$ cat src/rtl/mc_pkg.sv
// rtl/mc_pkg.sv - state encoding, opcodes and mux select codes for the multi-cycle controller
package mc_pkg;

    typedef enum logic [3:0] {
        S_IDLE     = 4'd0,
        S_FETCH    = 4'd1,
        S_DECODE   = 4'd2,
        S_MEM_ADDR = 4'd3,
        S_MEM_RD   = 4'd4,
        S_MEM_WB   = 4'd5,
        S_MEM_WR   = 4'd6,
        S_EXEC     = 4'd7,
        S_R_WB     = 4'd8,
        S_IMM_EXEC = 4'd9,
        S_IMM_WB   = 4'd10,
        S_BRANCH   = 4'd11,
        S_JUMP     = 4'd12,
        S_JAL      = 4'd13,
        S_TRAP     = 4'd14,
        S_JR       = 4'd15
    } state_e;

    localparam logic [5:0] OP_RTYPE = 6'h00;
    localparam logic [5:0] OP_J     = 6'h02;
    localparam logic [5:0] OP_JAL   = 6'h03;
    localparam logic [5:0] OP_BEQ   = 6'h04;
    localparam logic [5:0] OP_BNE   = 6'h05;
    localparam logic [5:0] OP_ADDI  = 6'h08;
    localparam logic [5:0] OP_SLTI  = 6'h0A;
    localparam logic [5:0] OP_ANDI  = 6'h0C;
    localparam logic [5:0] OP_ORI   = 6'h0D;
    localparam logic [5:0] OP_LW    = 6'h23;
    localparam logic [5:0] OP_SW    = 6'h2B;
    localparam logic [5:0] FN_JR    = 6'h08;

    localparam logic [1:0] ALU_B_REG    = 2'b00;
    localparam logic [1:0] ALU_B_FOUR   = 2'b01;
    localparam logic [1:0] ALU_B_IMM    = 2'b10;
    localparam logic [1:0] ALU_B_IMM_SH = 2'b11;

    localparam logic [1:0] PC_SRC_ALU    = 2'b00;
    localparam logic [1:0] PC_SRC_ALUOUT = 2'b01;
    localparam logic [1:0] PC_SRC_JUMP   = 2'b10;
    localparam logic [1:0] PC_SRC_RS     = 2'b11;

    localparam logic [1:0] WD_ALUOUT = 2'b00;
    localparam logic [1:0] WD_MDR    = 2'b01;
    localparam logic [1:0] WD_PC     = 2'b10;

    localparam logic [1:0] REG_DST_RT = 2'b00;
    localparam logic [1:0] REG_DST_RD = 2'b01;
    localparam logic [1:0] REG_DST_RA = 2'b10;

    localparam logic [1:0] ALU_OP_ADD   = 2'b00;
    localparam logic [1:0] ALU_OP_SUB   = 2'b01;
    localparam logic [1:0] ALU_OP_FUNCT = 2'b10;
    localparam logic [1:0] ALU_OP_IMM   = 2'b11;

    function automatic logic is_imm_op(input logic [5:0] op);
        return (op == OP_ADDI) || (op == OP_SLTI) || (op == OP_ANDI) || (op == OP_ORI);
    endfunction

endpackage

$ cat src/rtl/mc_next_state.sv
// rtl/mc_next_state.sv - combinational next-state function of the multi-cycle controller
module mc_next_state
    import mc_pkg::*;
(
    input  state_e     state,
    input  logic [5:0] op_code,
    input  logic [5:0] funct,
    input  logic       mem_ready,
    output state_e     next_state
);

    always_comb begin
        next_state = state;
        case (state)
            S_IDLE:   next_state = S_FETCH;
            S_FETCH:  if (mem_ready) next_state = S_DECODE;
            S_DECODE: begin
                if (op_code == OP_RTYPE)
                    next_state = (funct == FN_JR) ? S_JR : S_EXEC;
                else if (op_code == OP_LW || op_code == OP_SW)
                    next_state = S_MEM_ADDR;
                else if (op_code == OP_BEQ || op_code == OP_BNE)
                    next_state = S_BRANCH;
                else if (op_code == OP_J)
                    next_state = S_JUMP;
                else if (op_code == OP_JAL)
                    next_state = S_JAL;
                else if (is_imm_op(op_code))
                    next_state = S_IMM_EXEC;
                else
                    next_state = S_TRAP;
            end
            S_MEM_ADDR: next_state = (op_code == OP_SW) ? S_MEM_WR : S_MEM_RD;
            S_MEM_RD:   if (mem_ready) next_state = S_MEM_WB;
            S_MEM_WR:   if (mem_ready) next_state = S_FETCH;
            S_EXEC:     next_state = S_R_WB;
            S_IMM_EXEC: next_state = S_IMM_WB;
            S_MEM_WB, S_R_WB, S_IMM_WB, S_BRANCH, S_JUMP, S_JAL, S_JR:
                        next_state = S_FETCH;
            S_TRAP:     next_state = S_TRAP;
            default:    next_state = S_IDLE;
        endcase
    end

endmodule

$ cat src/rtl/multicycle_control.sv
// rtl/multicycle_control.sv - Moore sequencing controller for the multi-cycle MIPS datapath
module multicycle_control
    import mc_pkg::*;
#(
    parameter logic [1:0] ra_sel = REG_DST_RA
) (
    input  logic       clk,
    input  logic       rst_n,
    input  logic [5:0] op_code,
    input  logic [5:0] funct,
    input  logic       alu_zero,
    input  logic       mem_ready,
    output logic       pc_en,
    output logic       i_or_d,
    output logic       mem_read,
    output logic       mem_write,
    output logic       ir_write,
    output logic       mdr_write,
    output logic       reg_write,
    output logic [1:0] reg_dst,
    output logic [1:0] mem_to_reg,
    output logic       alu_src_a,
    output logic [1:0] alu_src_b,
    output logic [1:0] alu_op,
    output logic       arith,
    output logic [1:0] pc_source,
    output logic       trap,
    output logic [3:0] state
);

    state_e state_q;
    state_e state_d;

    mc_next_state u_next_state (
        .state      (state_q),
        .op_code    (op_code),
        .funct      (funct),
        .mem_ready  (mem_ready),
        .next_state (state_d)
    );

    always_ff @(posedge clk or negedge rst_n) begin
        if (!rst_n) state_q <= S_IDLE;
        else        state_q <= state_d;
    end

    assign state = state_q;

    // Outputs decode straight from the registered state so reset clears them
    // without waiting for an edge; only handshake strobes look at inputs.
    always_comb begin
        pc_en      = 1'b0;
        i_or_d     = 1'b0;
        mem_read   = 1'b0;
        mem_write  = 1'b0;
        ir_write   = 1'b0;
        mdr_write  = 1'b0;
        reg_write  = 1'b0;
        reg_dst    = REG_DST_RT;
        mem_to_reg = WD_ALUOUT;
        alu_src_a  = 1'b0;
        alu_src_b  = ALU_B_REG;
        alu_op     = ALU_OP_ADD;
        arith      = 1'b0;
        pc_source  = PC_SRC_ALU;
        trap       = 1'b0;
        case (state_q)
            S_FETCH: begin
                mem_read  = 1'b1;
                alu_src_b = ALU_B_FOUR;
                ir_write  = mem_ready;
                pc_en     = mem_ready;
            end
            S_DECODE: begin
                alu_src_b = ALU_B_IMM_SH;
                arith     = 1'b1;
            end
            S_MEM_ADDR: begin
                alu_src_a = 1'b1;
                alu_src_b = ALU_B_IMM;
                arith     = 1'b1;
            end
            S_MEM_RD: begin
                mem_read  = 1'b1;
                i_or_d    = 1'b1;
                mdr_write = mem_ready;
            end
            S_MEM_WB: begin
                reg_write  = 1'b1;
                mem_to_reg = WD_MDR;
            end
            S_MEM_WR: begin
                mem_write = 1'b1;
                i_or_d    = 1'b1;
            end
            S_EXEC: begin
                alu_src_a = 1'b1;
                alu_op    = ALU_OP_FUNCT;
            end
            S_R_WB: begin
                reg_write = 1'b1;
                reg_dst   = REG_DST_RD;
            end
            S_IMM_EXEC: begin
                alu_src_a = 1'b1;
                alu_src_b = ALU_B_IMM;
                alu_op    = ALU_OP_IMM;
                arith     = !(op_code == OP_ANDI || op_code == OP_ORI);
            end
            S_IMM_WB: reg_write = 1'b1;
            S_BRANCH: begin
                alu_src_a = 1'b1;
                alu_op    = ALU_OP_SUB;
                pc_source = PC_SRC_ALUOUT;
                pc_en     = (op_code == OP_BNE) ? !alu_zero : alu_zero;
            end
            S_JUMP: begin
                pc_source = PC_SRC_JUMP;
                pc_en     = 1'b1;
            end
            S_JAL: begin
                pc_source  = PC_SRC_JUMP;
                pc_en      = 1'b1;
                reg_write  = 1'b1;
                reg_dst    = ra_sel;
                mem_to_reg = WD_PC;
            end
            S_JR: begin
                pc_source = PC_SRC_RS;
                pc_en     = 1'b1;
            end
            S_TRAP:  trap = 1'b1;
            default: ;
        endcase
    end

endmodule

$ cat config.mk
export PLATFORM = sky130hd
export DESIGN_NAME = multicycle_control
export DESIGN_NICKNAME = d
export VERILOG_FILES = /design/src/rtl/mc_pkg.sv /design/src/rtl/mc_next_state.sv /design/src/rtl/multicycle_control.sv
export SDC_FILE = /design/constraint.sdc
export NUM_CORES = 1
export LEC_CHECK = 0
export ABC_AREA = 1
export BUFFER_PORTS_ARGS = -buffer_cell sky130_fd_sc_hd__buf_4
export CORE_MARGIN = 1.5
export CORE_UTILIZATION = 46
export CTS_BUF_LIST = sky130_fd_sc_hd__clkbuf_2
export DETAILED_ROUTE_END_ITERATION = 10
export PLACE_DENSITY_LB_ADDON = 0.15
export SLEW_MARGIN = 10
export SYNTH_ARGS = -nofsm -noshare
export SYNTH_HDL_FRONTEND = slang
export SYNTH_SLANG_ARGS = --single-unit
$ cat constraint.sdc
create_clock -name clk -period 1.9 [get_ports clk]
set_input_delay 0.19 -clock clk [delete_from_list [all_inputs] [get_ports clk]]
set_output_delay 0.19 -clock clk [all_outputs]
set_load 0.005 [all_outputs]
==> reports/metrics.cfg, run 1 <==
[outcome]
status = completed

[clocking]
cts_max_level = 1
clk_path_buf_depth = 2
post-cts-setup-buffers = 0
cts.sinks = 4
ctsHoldBuffers = 1
clk_latency_ps = 200
cts.reportedPaths.clkPinSlew_ps = 40
cts_tree = built
cts_root_buf = clkbuf_2
cts_buffers = 3
cts-resized-gates = 0

[synthesis]
ys_warn_count = 0
synth-seq-cells = 4
synth-async-reset-ratio = 1.000
synth_seq_area_share = 0.1597
synth_edf_count = 0
synth_cells = 119
ys_types = 21
synth_area_leader_cell = nor2_1
synth_top_flop_cell = dfrtp_1
syn_nets = 135
netlist_area_um2 = 626.9
synth.top_cell.area_share = 0.1796
synthTopCellsByArea = nor2_1, nand2_1, dfrtp_1, inv_1, nand3_1
avgSynthCellArea_um2 = 5.268

[critical_path]
crit_fanout = 6
cp.required_ps = 1710
start_kind = register
worstPathCellList = inv_2 > nor2_1 > inv_1 > nor2_1 > a21oi_1 > inv_1 > buf_4
slowest_stage = dfrtp_1
arrival_ps = 1440
cp-end-kind = output port
cp_slowest_stage_delay_ps = 440
critPathKind = reg -> out

[global_route]
grt_max_degree = 8
grt_overflow = 0
grt_pass1_wl_mm = 2.773
grt.total_usage = 0.2547
grt_pass1_vias = 690
antenna_found_initial = 0

[sta]
worstMarginPinSlew_ps = 265.2
finalSetupViolations = 0
slew_headroom = 0.8226
max_freq_mhz = 613.1
hold_viol_final = 0
fin_worst_skew_ps = 6.137
report.final.slew_viol_count = 0
min_period_ps = 1631
fin_setup_tns_ps = 0
worst_slack_ps = 268.9
fin_crit_sh = 0.8585
grt_setup_unrepaired = no

[finish]
stdcell_count = 176
final_common_cell = buf_4
finalNetCount = 179
utilization = 0.7439
largest_reg_flops = 4
drive_gt1_frac = 0.3478
layout_common_cells = buf_4, nor2_1, nand2_1, inv_1, nand3_1
diodes = 0
syn_to_final_growth_pct = 52.50

[place]
port_buffers = 39
place_congestion = 0.8496
pre_cts_slack_ps = 486.5
dpl.hpwl_mm = 1.566
place_inst = 172

[routing]
vias_per_cell = 4.949
detail_route.wirelength_mm = 1.867
drc_errors = 0
drtAntennaViolNets = 0
dr.pass1.iters = 4
drtIter0Drc = 16
wl_per_cell_um = 10.61
vias = 871

[floorplanning]
die_w_um = 39.92
core_area_um2 = 1285
die_h_um = 39.92
io_pins = 40
fp-row-count = 13
die_area_um2 = 1593
start_util = 0.4878

[power]
vdd_drop_max_mv = 0.7656
cellLeakagePower_uw = 0.0005810
p_per_area_nw_per_um2 = 1195

[job]
cap_violations = 0

[hold_path]
hold_path.class = in -> async

-- kinds of logic (layout without fill, tap and decap cells) --
group / count (synthesis) / after routing / synth area share
buffers and inverters: 25 / 67 / 0.1557
and+or+nand+nor: 79 / 79 / 0.5649
AOI/OAI and AO/OA: 11 / 11 / 0.1198
DFF: 4 / 4 / 0.1597
-- per-layer routing --
layer  share of wire  global-route usage
met1            0.47              0.3378
met2            0.43              0.4194
met3           0.092             0.07386
met4          0.0043             0.01724
met5               0                   0
-- cell type report --
cell class | count | area [um^2]
multi-input combinational | 90 | 429.2
fill | 116 | 329.1
timing repair buffer | 40 | 302.8
sequential | 4 | 100.1
inverter | 24 | 90.09
tap | 15 | 18.77
clock buffer | 3 | 15.01
-- synthesized netlist by cell type, types with 2 or more instances --
| library cell | n |
|---|---|
| nor2_2 | 3 |
| a21oi_1 | 3 |
| inv_1 | 19 |
| dfrtp_1 | 4 |
| nand3_1 | 7 |
| nand2_2 | 2 |
| o22ai_1 | 2 |
| nand2_1 | 28 |
| nor2_4 | 2 |
| nand4_1 | 2 |
| o21ai_0 | 2 |
| nor3_1 | 2 |
| nand3b_1 | 2 |
| nor2_1 | 30 |
| inv_2 | 5 |
-- final timing paths --
kind,to,slack (ps),cells after the start,startpoint
max in group asynchronous,state[1]$_DFFE_PN0P_,1450,2,rst_n
min reg2reg,state[1]$_DFFE_PN0P_,650,2,state[1]$_DFFE_PN0P_
max reg2reg,state[1]$_DFFE_PN0P_,600,7,state[1]$_DFFE_PN0P_
min in group clk,state[0]$_DFFE_PN0P_,380,4,mem_ready
max,alu_op[1],270,7,state[3]$_DFFE_PN0P_
min,state[0]$_DFFE_PN0P_,340,2,rst_n
-- through the flow --
stage | hold slack (ps) | cell area [um^2] | total power, uW
2_1_floorplan | -105.6 | 626.9 | 674.4
3_3_place_gp | -13.68 | 930.9 | 1049
3_5_place_dp | -13.67 | 930.9 | 1060
4_1_cts | 325.3 | 955.9 | 1138
5_1_grt | 338.4 | 955.9 | 1266
6_report | 344.0 | 955.9 | 1142
-- critical path: cells and delay by family, from the launching register on --
| kind | cells | cell delay [ps] |
|---|---|---|
| AO/OA/AOI/OAI | 1 | 210 |
| AND/OR/NAND/NOR | 2 | 130 |
| flip-flops | 1 | 440 |
| buffers and inverters | 4 | 450 |
-- power breakdown --
group          switching (uW)  total, uW  internal (uW)  leakage, uW
Sequential               73.2        199            126    0.0000500
Clock                    29.8       72.3           42.5    0.0000125
Combinational             469        871            402     0.000519
Note: power is estimated with default switching activity, not from simulation.
==> inputs of run 2 (changes only) <==
--- a/config.mk
+++ b/config.mk
@@ -5,11 +5,12 @@
 export SDC_FILE = /design/constraint.sdc
 export NUM_CORES = 1
 export LEC_CHECK = 0
-export ABC_AREA = 1
+export ABC_AREA = 0
 export BUFFER_PORTS_ARGS = -buffer_cell sky130_fd_sc_hd__buf_4
 export CORE_MARGIN = 1.5
-export CORE_UTILIZATION = 46
-export CTS_BUF_LIST = sky130_fd_sc_hd__clkbuf_2
+export CORE_UTILIZATION = 45
+export CTS_BUF_LIST = sky130_fd_sc_hd__clkbuf_16
+export CTS_CLUSTER_SIZE = 30
 export DETAILED_ROUTE_END_ITERATION = 10
 export PLACE_DENSITY_LB_ADDON = 0.15
 export SLEW_MARGIN = 10
==> run 2 against run 1 <==
- worst setup slack lost 130 ps
- sequential power grew 22%
- sequential share of layout area shrank 0.48 points
- critical path depth shrank 4
- core utilization grew 1.7 points
- routed wire length grew 9.6%
- final cell count shrank 17%
- register-to-register slack lost 190 ps
- design area grew 6.2%
- fmax shrank 7.4%
- combinational power shrank 10%
==> reports/metrics.cfg, run 2 <==
[synthesis]
synth-seq-cells = 4  ; unchanged
synth_edf_count = 0  ; unchanged
synthMostInstantiatedCell = nor2_1
synth_top_flop_cell = dfrtp_1
netlist_top_cells_count = nor2_1, buf_2, nand2_1
syn_nets = 111  ; -18%
ys_types = 40  ; +90%
synth-async-reset-ratio = 1.000  ; unchanged
synth.top_cell.area_share = 0.1533  ; -0.02638
synth_area_leader_cell = dfrtp_1
synthTopCellsByArea = dfrtp_1, nor2_1, buf_2, nand2_1, nand2b_1
synth_seq_area_share = 0.1533  ; -0.006424
avgSynthCellArea_um2 = 6.875  ; +31%
synth_cells = 95  ; -20%
ys_warn_count = 0  ; unchanged
netlist_area_um2 = 653.1  ; +4.2%

[clocking]
cts.sinks = 4  ; unchanged
clk_path_buf_depth = 2  ; unchanged
clk_latency_ps = 230  ; +30 ps
cts_root_buf = clkbuf_16
cts_tree = built
cts.reportedPaths.clkPinSlew_ps = 30  ; about the same
cts_buffers = 3  ; unchanged
cts_max_level = 1  ; unchanged

[critical_path]
start_kind = register
reg2reg_depth = 4  ; -3
cp-end-kind = output port
crit_fanout = 18  ; +12
cp_slowest_stage_delay_ps = 650  ; +210 ps
worstReg2RegStart = state[2]$_DFFE_PN0P_
slowest_stage = dfrtp_1
critPathKind = reg -> out
r2r-end = state[3]$_DFFE_PN0P_
worstPathCellList = nand2_1 > nor4b_1 > buf_4
startpoint = state[2]$_DFFE_PN0P_
cp.required_ps = 1710  ; about the same
critical_path_buf_inv_count = 1  ; -3
regToRegSetupSlack_ps = 410  ; -190 ps
cpLargestDelayFamily = flip-flops
crit_end = mdr_write
arrival_ps = 1570  ; +130 ps
path_depth = 3  ; -4

[job]
cap_violations = 0  ; unchanged

[finish]
diodes = 0  ; unchanged
finalNetCount = 149  ; -17%
syn_to_final_growth_pct = 55.36
drive_gt1_frac = 0.3664  ; +0.01859
largest_reg_flops = 4  ; unchanged
layout_common_cells = buf_4, nor2_1, nand2_1
final_common_cell = buf_4
stdcell_count = 146  ; -17%

[routing]
drtIter0Drc = 35  ; +19
drtAntennaViolNets = 0  ; unchanged
vias_per_cell = 6.007  ; +21%
vias = 877  ; +0.69%
detail_route.wirelength_mm = 2.046  ; +9.6%
dr.pass1.iters = 4  ; unchanged
wl_per_cell_um = 14.01  ; +32%
drc_errors = 0  ; unchanged

[power]
p_clk_frac = 0.245  ; +0.182
p_comb_frac = 0.576  ; -0.186
p_sw_uw = 527.9  ; -7.6%
power.internal_uw = 826.8  ; +45%
p_per_area_nw_per_um2 = 1335  ; +12%
seqPwrFrac = 0.179  ; +0.004
p_sw_frac = 0.3897  ; -0.1108
vdd_drop_max_mv = 0.6561  ; -14%
cellLeakagePower_uw = 0.0004763  ; -18%

[global_route]
grt_pass1_vias = 701  ; +1.6%
grt.total_usage = 0.2747  ; +0.02010
antenna_found_initial = 0  ; unchanged
grt_max_degree = 19  ; +11
grt_overflow = 0  ; unchanged
grt_pass1_wl_mm = 3.008  ; +8.5%

[sta]
grt_setup_unrepaired = no
min_period_ps = 1761  ; +129.4 ps
finalSetupViolations = 0  ; unchanged
worstMarginPinSlew_ps = 507.6  ; +242.4 ps
fin_setup_tns_ps = 0  ; unchanged
max_freq_mhz = 568.0  ; -7.4%
slew_headroom = 0.6616  ; -0.1609
hold_viol_final = 0  ; unchanged
fin_crit_sh = 0.9266  ; +0.06813
report.final.slew_viol_count = 0  ; unchanged
fin_worst_skew_ps = 0.1393  ; -5.997 ps

[floorplanning]
die_w_um = 41.10  ; +3.0%
die_area_um2 = 1689  ; +6.0%
start_util = 0.4897  ; +0.001852
core_area_um2 = 1334  ; +3.8%
io_pins = 40  ; unchanged
fp-row-count = 13  ; unchanged
die_h_um = 41.10  ; +3.0%

[hold_path]
hold_path.class = in -> async

[outcome]
status = completed

[place]
place_congestion = 0.8393  ; -1.2%
dpl.hpwl_mm = 1.520  ; -2.9%
place_inst = 142  ; -17%
port_buffers = 39  ; unchanged

==> run 2: cell count changes in the layout (fill, tap and decap cells not counted), sizes merged, moves of 3 or more <==
cell / before / now
nand2: 30 / 7
buf: 39 / 42
nor2: 35 / 15
nand2b: 0 / 4
nor2b: 0 / 4
nand3: 8 / 3
inv: 24 / 1
nor4: 0 / 3
==> run 2: worst min-delay path by stage <==
stage | slack, ps | cells past startpoint | to
floorplan | -110 | 0 | state[0]$_DFFE_PN0P_
global placement | -10 | 1 | state[0]$_DFFE_PN0P_
detailed placement | -10 | 1 | state[2]$_DFFE_PN0P_
CTS | 300 | 2 | state[2]$_DFFE_PN0P_
global route | 310 | 2 | state[1]$_DFFE_PN0P_
finish | 310 | 2 | state[1]$_DFFE_PN0P_
==> run 2: kinds of logic (layout without fill, tap and decap cells) <==
family	after synthesis	in the layout	share of synthesized area
and+or+nand+nor	51	51	0.4253
xor gates and xnor gates	2	2	0.02682
AOI/OAI and AO/OA	27	27	0.2989
buffers and inverters	11	47	0.09579
DFF	4	4	0.1533
==> run 2: area by class of cell <==
type / instances / area [um^2]
clock buffers: 3 / 75.07
fillers: 116 / 319.1
inverters: 1 / 3.754
multi-input cells: 80 / 490.5
flip-flops and latches: 4 / 101.3
well taps: 15 / 18.77
repair buffers: 43 / 325.3
==> run 2: power by group through the flow <==
stage               clock (uW)  sequential, uW  combinational, uW
finish                     331             243                781
detailed placement           0             240                773
global route               336             256                869
global placement             0             238                756
floorplan                    0             151                510
CTS                        332             240                782
==> run 2: per-stage QoR <==
step	setup WS [ps]	utilization	instance area [um^2]	power, uW	hold WS, ps
after detailed placement	307.4	0.6961	928.4	1012	-12.50
final	139.5	0.7608	1015	1355	311.1
after floorplan	590.2	-	653.1	660.7	-105.6
after global placement	384.6	0.6961	928.4	993.4	-14.32
after CTS	55.10	0.7599	1013	1354	301.3
after global routing	14.56	0.7608	1015	1461	313.3
==> run 2: worst register-to-register path: stages, from the launching register on <==
cell and delay, ps:
dfrtp_1 650, nor2_1 210, o311ai_1 110, a31oi_1 80, or3_1 310
==> run 2: repair_timing <==
action                                  CTS  global route
endpoints found under the setup margin    0             1
hold endpoints to repair                  4             0
gates resized for setup                   0             1
buffers inserted                          0             0
hold buffers                              1             0
==> run 2: per-layer routing <==
metal  track usage  wire length [um]  up-vias
met5             0                 0        -
met4        0.1210                41        0
met3       0.04891               134        6
met2        0.4961              1004       46
met1        0.3087               865      399
li1              -                 -      426
==> inputs of run 3 (changes only) <==
--- a/config.mk
+++ b/config.mk
@@ -7,7 +7,7 @@
 export LEC_CHECK = 0
 export ABC_AREA = 0
 export BUFFER_PORTS_ARGS = -buffer_cell sky130_fd_sc_hd__buf_4
-export CORE_MARGIN = 1.5
+export CORE_MARGIN = 4
 export CORE_UTILIZATION = 45
 export CTS_BUF_LIST = sky130_fd_sc_hd__clkbuf_16
 export CTS_CLUSTER_SIZE = 30
==> run 3 against run 2 <==
- combinational power is 0.6% higher
- final cell count did not move
- critical path type unchanged
- sequential share of layout area grew 0.22 points
- clock skew rose by 0.97 ps
==> reports/metrics.cfg, run 3 (same netlist as run 2, synthesis figures left out) <==
[outcome]
status = completed

[hold_path]
hold_path.class = in -> async

[global_route]
grt_overflow = 0  ; unchanged
grt.total_usage = 0.2240  ; -0.05076
grt_pass1_vias = 758  ; +8.1%
antenna_found_initial = 0  ; unchanged
grt_pass1_wl_mm = 3.484  ; +16%
grt_max_degree = 18  ; -1

[sta]
slew_headroom = 0.6862  ; +0.02463
fin_worst_skew_ps = 1.111  ; +0.9720 ps
worst_hold_slack_ps = 308.0  ; -3.092 ps
hold_viol_final = 0  ; unchanged
finalSetupViolations = 0  ; unchanged
worstMarginPinSlew_ps = 469.5  ; -38.13 ps
fin_crit_sh = 0.9032  ; -0.02336
fin_setup_tns_ps = 0  ; unchanged
max_freq_mhz = 582.7  ; +2.6%
min_period_ps = 1716  ; -44.38 ps
grt_setup_unrepaired = no
report.final.slew_viol_count = 0  ; unchanged

[floorplanning]
core_area_um2 = 1334  ; unchanged
fp-row-count = 13  ; unchanged
die_w_um = 46.10  ; +12%
die_area_um2 = 2125  ; +26%
die_h_um = 46.10  ; +12%
io_pins = 40  ; unchanged
start_util = 0.4897  ; unchanged

[critical_path]
slowest_stage = dfrtp_2
cp_slowest_stage_delay_ps = 490  ; -160 ps
critical_path_buf_inv_count = 1  ; unchanged
cpLargestDelayFamily = flip-flops
cp.required_ps = 1710  ; about the same
start_kind = register
cp-end-kind = output port
arrival_ps = 1530  ; -40 ps
crit_fanout = 16  ; -2
worstPathCellList = nand2b_1 > o31ai_1 > o2bb2ai_1 > a21o_1 > buf_4
critPathKind = reg -> out

[finish]
regArea_um2 = 103.9  ; +2.5%
diodes = 0  ; unchanged
stdcell_area_um2 = 1017  ; +0.25%
finalNetCount = 149  ; unchanged
final_common_cell = buf_4
utilization = 0.7627  ; +0.001876
layout_common_cells = buf_4, nor2_1, nand2_1
largest_reg_flops = 4  ; unchanged
drive_gt1_frac = 0.3817  ; +0.01527
n_fill_cell = 108  ; -6.9%
syn_to_final_growth_pct = 55.75
multiInputGateArea_um2 = 490.5  ; unchanged

[routing]
detail_route.wirelength_mm = 2.201  ; +7.6%
vias = 868  ; -1.0%
wl_per_cell_um = 15.08  ; +7.6%
drtIter0Drc = 27  ; -23%
drtAntennaViolNets = 0  ; unchanged
vias_per_cell = 5.945  ; -1.0%
drc_errors = 0  ; unchanged
dr.pass1.iters = 4  ; unchanged

[clocking]
cts.sinks = 4  ; unchanged
cts_max_level = 1  ; unchanged
cts_root_buf = clkbuf_16
clk_path_buf_depth = 2  ; unchanged
cts_buffers = 3  ; unchanged
cts_tree = built
clk_latency_ps = 220  ; about the same
cts.reportedPaths.clkPinSlew_ps = 30  ; about the same
post-cts-setup-buffers = 0  ; unchanged

[place]
place_area_um2 = 928.4  ; unchanged
place_congestion = 0.8309  ; -1.0%
port_buffers = 39  ; unchanged
dpl.hpwl_mm = 1.544  ; +1.6%

[power]
vdd_drop_max_mv = 0.7090  ; +8.1%
cellLeakagePower_uw = 0.0004737  ; -0.56%
p_per_area_nw_per_um2 = 1342  ; +0.51%
fin_total_pwr_uw = 1365  ; +0.75%

[job]
cap_violations = 0  ; unchanged

==> run 3: cell counts in the layout (fill, tap and decap cells not counted) <==
Identical to the previous run, type by type.
==> run 3: worst reg2reg max path, cell delays in order, from the launching register on <==
cell	delay, ps
dfrtp_1	530
buf_4	230
nor2_1	60
o311ai_0	330
o22a_1	210
==> run 3: timing repair <==
item	CTS	global route
hold buffers	1	0
gates resized for setup	0	3
setup endpoints to repair	0	4
endpoints found under the hold margin	4	0
==> run 3: path summary, 6_finish.rpt <==
kind	depth (start not counted)	slack, ps	from	end
max	5	180	state[3]$_DFFE_PN0P_	pc_en
min	2	310	rst_n	state[0]$_DFFE_PN0P_
max reg2reg	4	470	state[0]$_DFFE_PN0P_	state[2]$_DFFE_PN0P_
min reg2reg	1	760	state[1]$_DFFE_PN0P_	state[2]$_DFFE_PN0P_
max in group asynchronous	2	1480	rst_n	state[1]$_DFFE_PN0P_
min in group clk	5	420	mem_ready	state[1]$_DFFE_PN0P_
==> run 3: through the flow <==
step	cells	worst slack, ps
floorplan	95	590.2
global placement	142	377.4
detailed placement	142	316.0
CTS	146	84.77
global route	146	33.77
finish	146	183.9
==> run 3: layout make-up <==
cell class	instances	share of cell area
flip-flops and latches	4	0.1021
clock buffers	3	0.07380
repair buffers	43	0.3198
multi-input cells	80	0.4822
inverters	1	0.003690
well taps	15	0.01845
==> run 3: report_power, final <==
| part | total, uW | internal (uW) | switching (uW) |
|---|---|---|---|
| Sequential | 254 | 123 | 131 |
| Combinational | 786 | 438 | 348 |
| Clock | 325 | 269 | 56.5 |
| Total | 1360 | 830 | 535 |
==> run 3: routing by layer <==
metal  GRT usage  vias to the layer above  routed length (um)
li1            -                      423                   -
met1      0.2710                      397                 908
met2      0.3984                       46                1096
met3     0.05469                        2                 193
met4     0.03977                        0                   4
met5           0                        -                   0
